--- src/rtl/prog_loader_pkg.sv ---
// loader_pkg: shared state encoding and word geometry for prog_loader
package loader_pkg;
  typedef enum logic [1:0] {COLLECT, WRITE, DONE, ERR} state_t;
  localparam int WORD_BYTES = 4;
endpackage

--- src/rtl/prog_loader.sv ---
// prog_loader: packs a byte stream into 32-bit words and writes them to instruction memory
module prog_loader
  import loader_pkg::*;
#(
  parameter logic [31:0] BASE_ADDR = 32'h0,
  parameter int MAX_WORDS = 1024,
  parameter int CNT_W = $clog2(MAX_WORDS + 1)
) (
  input  logic             Clk,
  input  logic             Reset,
  input  logic             in_valid,
  input  logic [7:0]       in_data,
  input  logic             in_last,
  output logic             in_ready,
  output logic             mem_wr,
  output logic [31:0]      mem_addr,
  output logic [31:0]      mem_data,
  output logic             cpu_run,
  output logic             load_err,
  output logic [CNT_W-1:0] words_loaded
);
  state_t state;
  logic [31:0] word_buf;
  logic [31:0] addr;
  logic [1:0] byte_cnt;
  logic last_tag;
  logic fire;
  assign in_ready = Reset && state == COLLECT;
  assign fire = in_valid && in_ready;
  assign mem_wr = state == WRITE;
  assign mem_addr = addr;
  assign mem_data = word_buf;
  assign cpu_run = state == DONE;
  assign load_err = state == ERR;
  always_ff @(posedge Clk) begin
    if (!Reset) begin
      state <= COLLECT;
      word_buf <= '0;
      addr <= BASE_ADDR;
      byte_cnt <= '0;
      last_tag <= 1'b0;
      words_loaded <= '0;
    end else if (fire) begin
      if (words_loaded == CNT_W'(MAX_WORDS)) state <= ERR;
      else begin
        word_buf[{byte_cnt, 3'b000} +: 8] <= in_data;
        byte_cnt <= byte_cnt + 2'd1;
        last_tag <= in_last;
        if (byte_cnt == 2'(WORD_BYTES - 1) || in_last) state <= WRITE;
      end
    end else if (state == WRITE) begin
      words_loaded <= words_loaded + CNT_W'(1);
      addr <= addr + 32'(WORD_BYTES);
      word_buf <= '0;
      byte_cnt <= '0;
      state <= last_tag ? DONE : COLLECT;
    end
  end
endmodule

--- config.mk ---
export PLATFORM = sky130hd
export DESIGN_NAME = prog_loader
export DESIGN_NICKNAME = d
export VERILOG_FILES = /design/src/rtl/prog_loader_pkg.sv /design/src/rtl/prog_loader.sv
export SDC_FILE = /design/constraint.sdc
export NUM_CORES = 1
export LEC_CHECK = 0
export BUFFER_PORTS_ARGS = -buffer_cell sky130_fd_sc_hd__buf_2
export CORE_AREA = 2 2 104 106
export CTS_CLUSTER_SIZE = 20
export DETAILED_ROUTE_END_ITERATION = 12
export DIE_AREA = 0 0 106 108
export GPL_ROUTABILITY_DRIVEN = 0
export PLACE_DENSITY = 0.66
export RECOVER_POWER = 50
export SLEW_MARGIN = 15
export SYNTH_ARGS = -nofsm -noshare
export SYNTH_HDL_FRONTEND = slang
export SYNTH_SLANG_ARGS = --single-unit
--- constraint.sdc ---
create_clock -name Clk -period 3.04 [get_ports Clk]
set_clock_uncertainty 0.15 [all_clocks]
set_input_delay 0.76 -clock Clk [delete_from_list [all_inputs] [get_ports Clk]]
set_output_delay 0.76 -clock Clk [all_outputs]
set_load 0.005 [all_outputs]
; Word level (Yosys, flattened, before mapping)
; Index checks and enable logic that the tools add are counted.
[word_totals]
out_inout_bits = 79
regBits = 80
[op_classes]
n_eq_ne = 7
addsub = 4
mux = 12
shifts = 2
bitwise = 2
reduce_logical = 9
[op_table]
columns = op, count
row1 = $mux 32, 3
row2 = $add 32x3->32 const B, 1
row3 = $bwmux 32, 1
row4 = $shift 8x7->32 const A, 1
row5 = $shiftx 8x7->32, 1
row6 = $mux 2, 8
row7 = $add 11x1->11 const B, 1
row8 = $eq 11x11->1 const B, 1
row9 = $reduce_and 2->1, 4
row10 = $neg 5->7, 1
row11 = $eq 2x2->1 const B, 3
row12 = $ne 3x1->1 const B, 1
row13 = $add 2x1->2 const B, 1
row14 = $eq 2x1->1 const B, 1
row15 = $logic_and 1x1->1, 2
row16 = $logic_not 2->1, 1
row17 = $ne 2x2->1 const B, 1
row18 = $not 1->1, 2
row19 = $reduce_bool 2->1, 1
row20 = $logic_or 1x1->1, 1

; Logic depth before layout (Yosys ltp)
[depth]
word_depth = 5
mapped_depth = 7
mapped_depth_nobuf = 6

; Least setup slack after synthesis
; OpenSTA, ideal clock, no wires.
[synth_path]
kind = input to register
startpoint = in Reset
endpoint = reg word_buf[0], in the netlist mem_data[0]
slack_ns = 0.648
cell_stages = 5
t_required_ns = 2.830
arrival_time_ns = 2.182
path_cell_list = buf_2 > nand4bb_1 > or4b_2 > a21oi_2 > a22o_1
[synth_between]
elab_chain_len = 4
word_cells_on_any_way = 6
[synth_rtl]
columns = element, line_no
row1 = from (decl), prog_loader.sv:10  ; input logic Reset,
row2 = $logic_and 1x1->1, prog_loader.sv:28  ; assign in_ready = Reset && state == COLLECT;
row3 = $logic_and 1x1->1, prog_loader.sv:29  ; assign fire = in_valid && in_ready;
row4 = $ne 2x2->1 (no line) / $reduce_bool 2->1 (equally long branches), --
row5 = $reduce_and 2->1 (no line), --
row6 = "to (signal, indexed assignment)", prog_loader.sv:46  ; word_buf[{byte_cnt, 3'b000} +: 8] <= in_data;
row7 = to (decl), prog_loader.sv:23  ; logic [31:0] word_buf;
; Parallel ways exist; a longest one is shown, timed or not.
; A chain may end at the register's enable or synchronous reset.

; Worst setup path in the final report
[layout_path]
startpoint = in Reset
endpoint = reg byte_cnt[1]
[layout_between]
elab_chain_len = 4
word_cells_on_any_way = 6
[layout_rtl]
columns = element, line_no
row1 = $logic_and 1x1->1, prog_loader.sv:28
row2 = $logic_and 1x1->1, prog_loader.sv:29
row3 = $ne 2x2->1 (no line) / $reduce_bool 2->1 (equally long branches), --
row4 = $reduce_and 2->1 (no line), --
row5 = to (signal assigned), prog_loader.sv:47  ; byte_cnt <= byte_cnt + 2'd1;
row6 = to (decl), prog_loader.sv:25  ; logic [1:0] byte_cnt;
; Parallel ways exist; a longest one is shown, timed or not.

==> results.rst <==
.. list-table::
   :header-rows: 1

   * - Metric
     - Value
   * - Portion of synthesized cell area occupied by the leading cell type
     - 0.442
   * - H-tree depth
     - 3
   * - Async set or reset register ratio after synthesis
     - 0
   * - Worst slew pin tran
     - 0.973 ns
   * - Antenna violations before repair
     - 0
   * - Vias after detailed routing
     - 3,262
   * - Met3 wire length
     - 492 um
   * - Number of placed instances with taps included
     - 610
   * - Fraction of layout instances using a drive strength above 1
     - 0.202
   * - Clock tree from TritonCTS
     - built
   * - RSZ-0062 raised after global routing
     - false
   * - Final design utilization
     - 0.420
   * - Number of gates resized after CTS
     - 0
   * - Average wire per standard cell
     - 14.2 um
   * - Die footprint
     - 11,400 um^2
   * - Post-Syn Instances
     - 398
   * - Via count of the first global-routing pass
     - 2,907
   * - Sequential group share of total power
     - 0.514
   * - CP arrival
     - 2.63 ns
   * - Site Rows
     - 37
   * - Met2 routed wirelength
     - 3990 um
   * - Half-perimeter wire length of the detailed placement result
     - 6320 um
   * - Maximum fanout along the worst path
     - 52
   * - Residual antenna-violating net count after detailed routing
     - 0
   * - CP startpoint kind
     - primary input
   * - Net switching power
     - 463 uW
   * - Maximum Capacitance Violations
     - 0
   * - Minimum setup slack after placement
     - 0.455 ns
   * - Overflow left after global routing
     - 0
   * - Count of yosys warnings during synthesis
     - 0
   * - CTS Hold Bufs
     - 0
   * - Buffer depth of the longest clock path
     - 2
   * - Number of setup violations in the final report
     - 0
   * - Wire length of the first global-routing pass
     - 14,300 um
   * - Top cells by count, synth
     - sky130_fd_sc_hd__dfxtp_1, sky130_fd_sc_hd__nand2_1, sky130_fd_sc_hd__mux2i_1, sky130_fd_sc_hd__nand3_1, sky130_fd_sc_hd__a21oi_1
   * - Static leakage
     - 0.00166 uW
   * - Detailed-route wire length
     - 8870 um
   * - Fin worst setup slack
     - 0.519 ns
   * - Insertion delay of the later-clocked pin in the worst-skew pair
     - 0.34 ns
   * - Power share of the clock group
     - 0.429
   * - Total track usage
     - 0.156
   * - Final critical-path share of the clock period
     - 0.829
   * - Startpoint-to-endpoint class of the critical path
     - primary input to register
   * - Initial core utilization
     - 0.345
   * - IR drop worst, VDD
     - 165 uV
   * - Largest cells by area after synthesis
     - sky130_fd_sc_hd__dfxtp_1, sky130_fd_sc_hd__mux2i_1, sky130_fd_sc_hd__nand2_1
   * - Most area-hungry cell type in the Yosys netlist
     - sky130_fd_sc_hd__dfxtp_1
   * - Post-Route M1 WL
     - 4250 um
   * - Largest net degree at the start of global routing
     - 53
   * - Netlist Area Pre-Place
     - 3530 um^2
   * - Worst relative slew slack
     - 0.351
   * - Hold/Removal Path Class
     - register to register
   * - Core region area
     - 10,200 um^2
   * - Worst Setup End Kind
     - register
   * - Sequential element share of the synthesized area
     - 0.442
   * - Filler-free cell count of the finished design
     - 625
   * - Number of enable-type register cells in the synthesized netlist
     - 0
   * - IO Count
     - 91
   * - Switching power as a share of total power
     - 0.227
   * - Residual DRC
     - 0
   * - DR iter-0 viols
     - 162
   * - Clk sink count
     - 78
   * - Final total negative setup slack
     - 0 ns
   * - Layout fillers
     - 1,048
   * - Number of diodes
     - 0
   * - # port buffers
     - 88
   * - Number of search-and-repair iterations in the first detailed-routing pass
     - 4
   * - Cell with the most instances after synthesis
     - sky130_fd_sc_hd__dfxtp_1
   * - Synthesized area divided by synthesized cell count
     - 8.87 um^2
   * - Number of pins with negative max-slew slack in the final report
     - 0
   * - Highest layer used for signal routing
     - met4
   * - Clock transition at the registers of the reported paths
     - 0.08 ns
   * - Worst endpoint required time
     - 3.15 ns
   * - Power share of the combinational group
     - 0.057
   * - Final critical-path required period
     - 2.52 ns
   * - Number of unique standard cell types used by synthesis
     - 45
   * - Synthesis-stage register bit count
     - 78
   * - Top flip-flop cell by instance count after synthesis
     - sky130_fd_sc_hd__dfxtp_1
   * - Chip Height
     - 108 um
   * - Number of buffers inserted by post-CTS setup repair
     - 0
   * - Internal power summed over all cells
     - 1580 uW
   * - Post-synthesis to final-layout area growth
     - 21.5%
   * - Run status
     - finished clean
   * - Max frequency
     - 397 MHz
   * - Clock Root Buffer
     - sky130_fd_sc_hd__clkbuf_8
   * - Hold Violations, Final
     - 0
   * - Clock buffer count from CTS
     - 9
   * - Detailed-route vias per instance
     - 5.22
   * - Nets
     - 506
   * - Die Span X
     - 106 um
   * - Power Dens Cells
     - 476 nW/um^2
==> layout by cell type (no fill, tap or decap), types with 11 or more instances in the layout <==
cell type and count:
sky130_fd_sc_hd__buf_2 68, sky130_fd_sc_hd__a21oi_1 21, sky130_fd_sc_hd__nand2_1 63, sky130_fd_sc_hd__nand3_1 26, sky130_fd_sc_hd__nor2_1 20, sky130_fd_sc_hd__inv_1 13, sky130_fd_sc_hd__clkbuf_8 11, sky130_fd_sc_hd__mux2i_1 29
sky130_fd_sc_hd__dfxtp_1 78, sky130_fd_sc_hd__xor2_1 11, sky130_fd_sc_hd__clkbuf_1 20
==> sequential cells by signal (all words and copies together) (netlist names) <==
name and cells:
byte_cnt 2, state 2, last_tag 1, mem_addr 30, words_loaded 11, mem_data 32
==> per-layer routing <==
layer	up-vias	track usage
met4	0	0.0517
met5	-	0
met3	11	0.0386
li1	1590	-
met2	92	0.249
met1	1569	0.208
==> area by class of cell <==
class	count	area, um^2	area share
multi-input cells	287	1820	0.425
flip-flops and latches	78	1560	0.364
repair buffers	95	463	0.108
well taps	136	170	0.0396
clock buffers	11	151	0.0353
clock inverters	4	70.1	0.0163
inverters	14	52.6	0.0122
==> cells by family (layout without fill, tap and decap cells) <==
group	Yosys count	after routing	synth area share
AOI/OAI and AO/OA	57	57	0.108
xor gates and xnor gates	16	16	0.0397
adders and majority gates	9	9	0.0319
buffers and inverters	34	124	0.0404
DFF	78	78	0.442
muxes	30	30	0.0854
other	1	2	0.00106
and+or+nand+nor	173	173	0.252
==> final timing paths <==
check             slack, ns                      start                        end  depth (start not counted)
setup / recovery       0.52                      Reset   byte_cnt[1]$_SDFFE_PN0P_                          5
hold / removal         0.31  mem_data[30]$_SDFFE_PN0P_  mem_data[30]$_SDFFE_PN0P_                          2
setup reg to reg       0.60   byte_cnt[0]$_SDFFE_PN0P_   mem_data[6]$_SDFFE_PN0P_                          5
hold reg to reg        0.31  mem_data[30]$_SDFFE_PN0P_  mem_data[30]$_SDFFE_PN0P_                          2
==> per-stage QoR <==
| stage | hold WS, ns | power [uW] | instance area, um^2 |
|---|---|---|---|
| CTS | 0.310 | 2070 | 4330 |
| global route | 0.322 | 2120 | 4290 |
| finish | 0.307 | 2040 | 4290 |
| detailed placement | 0.294 | 1190 | 4110 |
| floorplan | 0.301 | 1150 | 3540 |
| global placement | 0.290 | 1190 | 4110 |
==> critical path: stages <==
cell,delay (ns)
sky130_fd_sc_hd__buf_2,0.11
sky130_fd_sc_hd__clkbuf_2,0.73
sky130_fd_sc_hd__inv_1,0.16
sky130_fd_sc_hd__clkbuf_2,0.54
sky130_fd_sc_hd__a21oi_1,0.29
==> power by group through the flow <==
stage	registers [uW]	logic, uW	clock network, uW
3_5_place_dp	1070	119	0
3_3_place_gp	1070	115	0
5_1_grt	1050	128	938
2_1_floorplan	1070	76.5	0
4_1_cts	1050	120	899
6_report	1050	117	877
(Power assumes the default switching activity.)
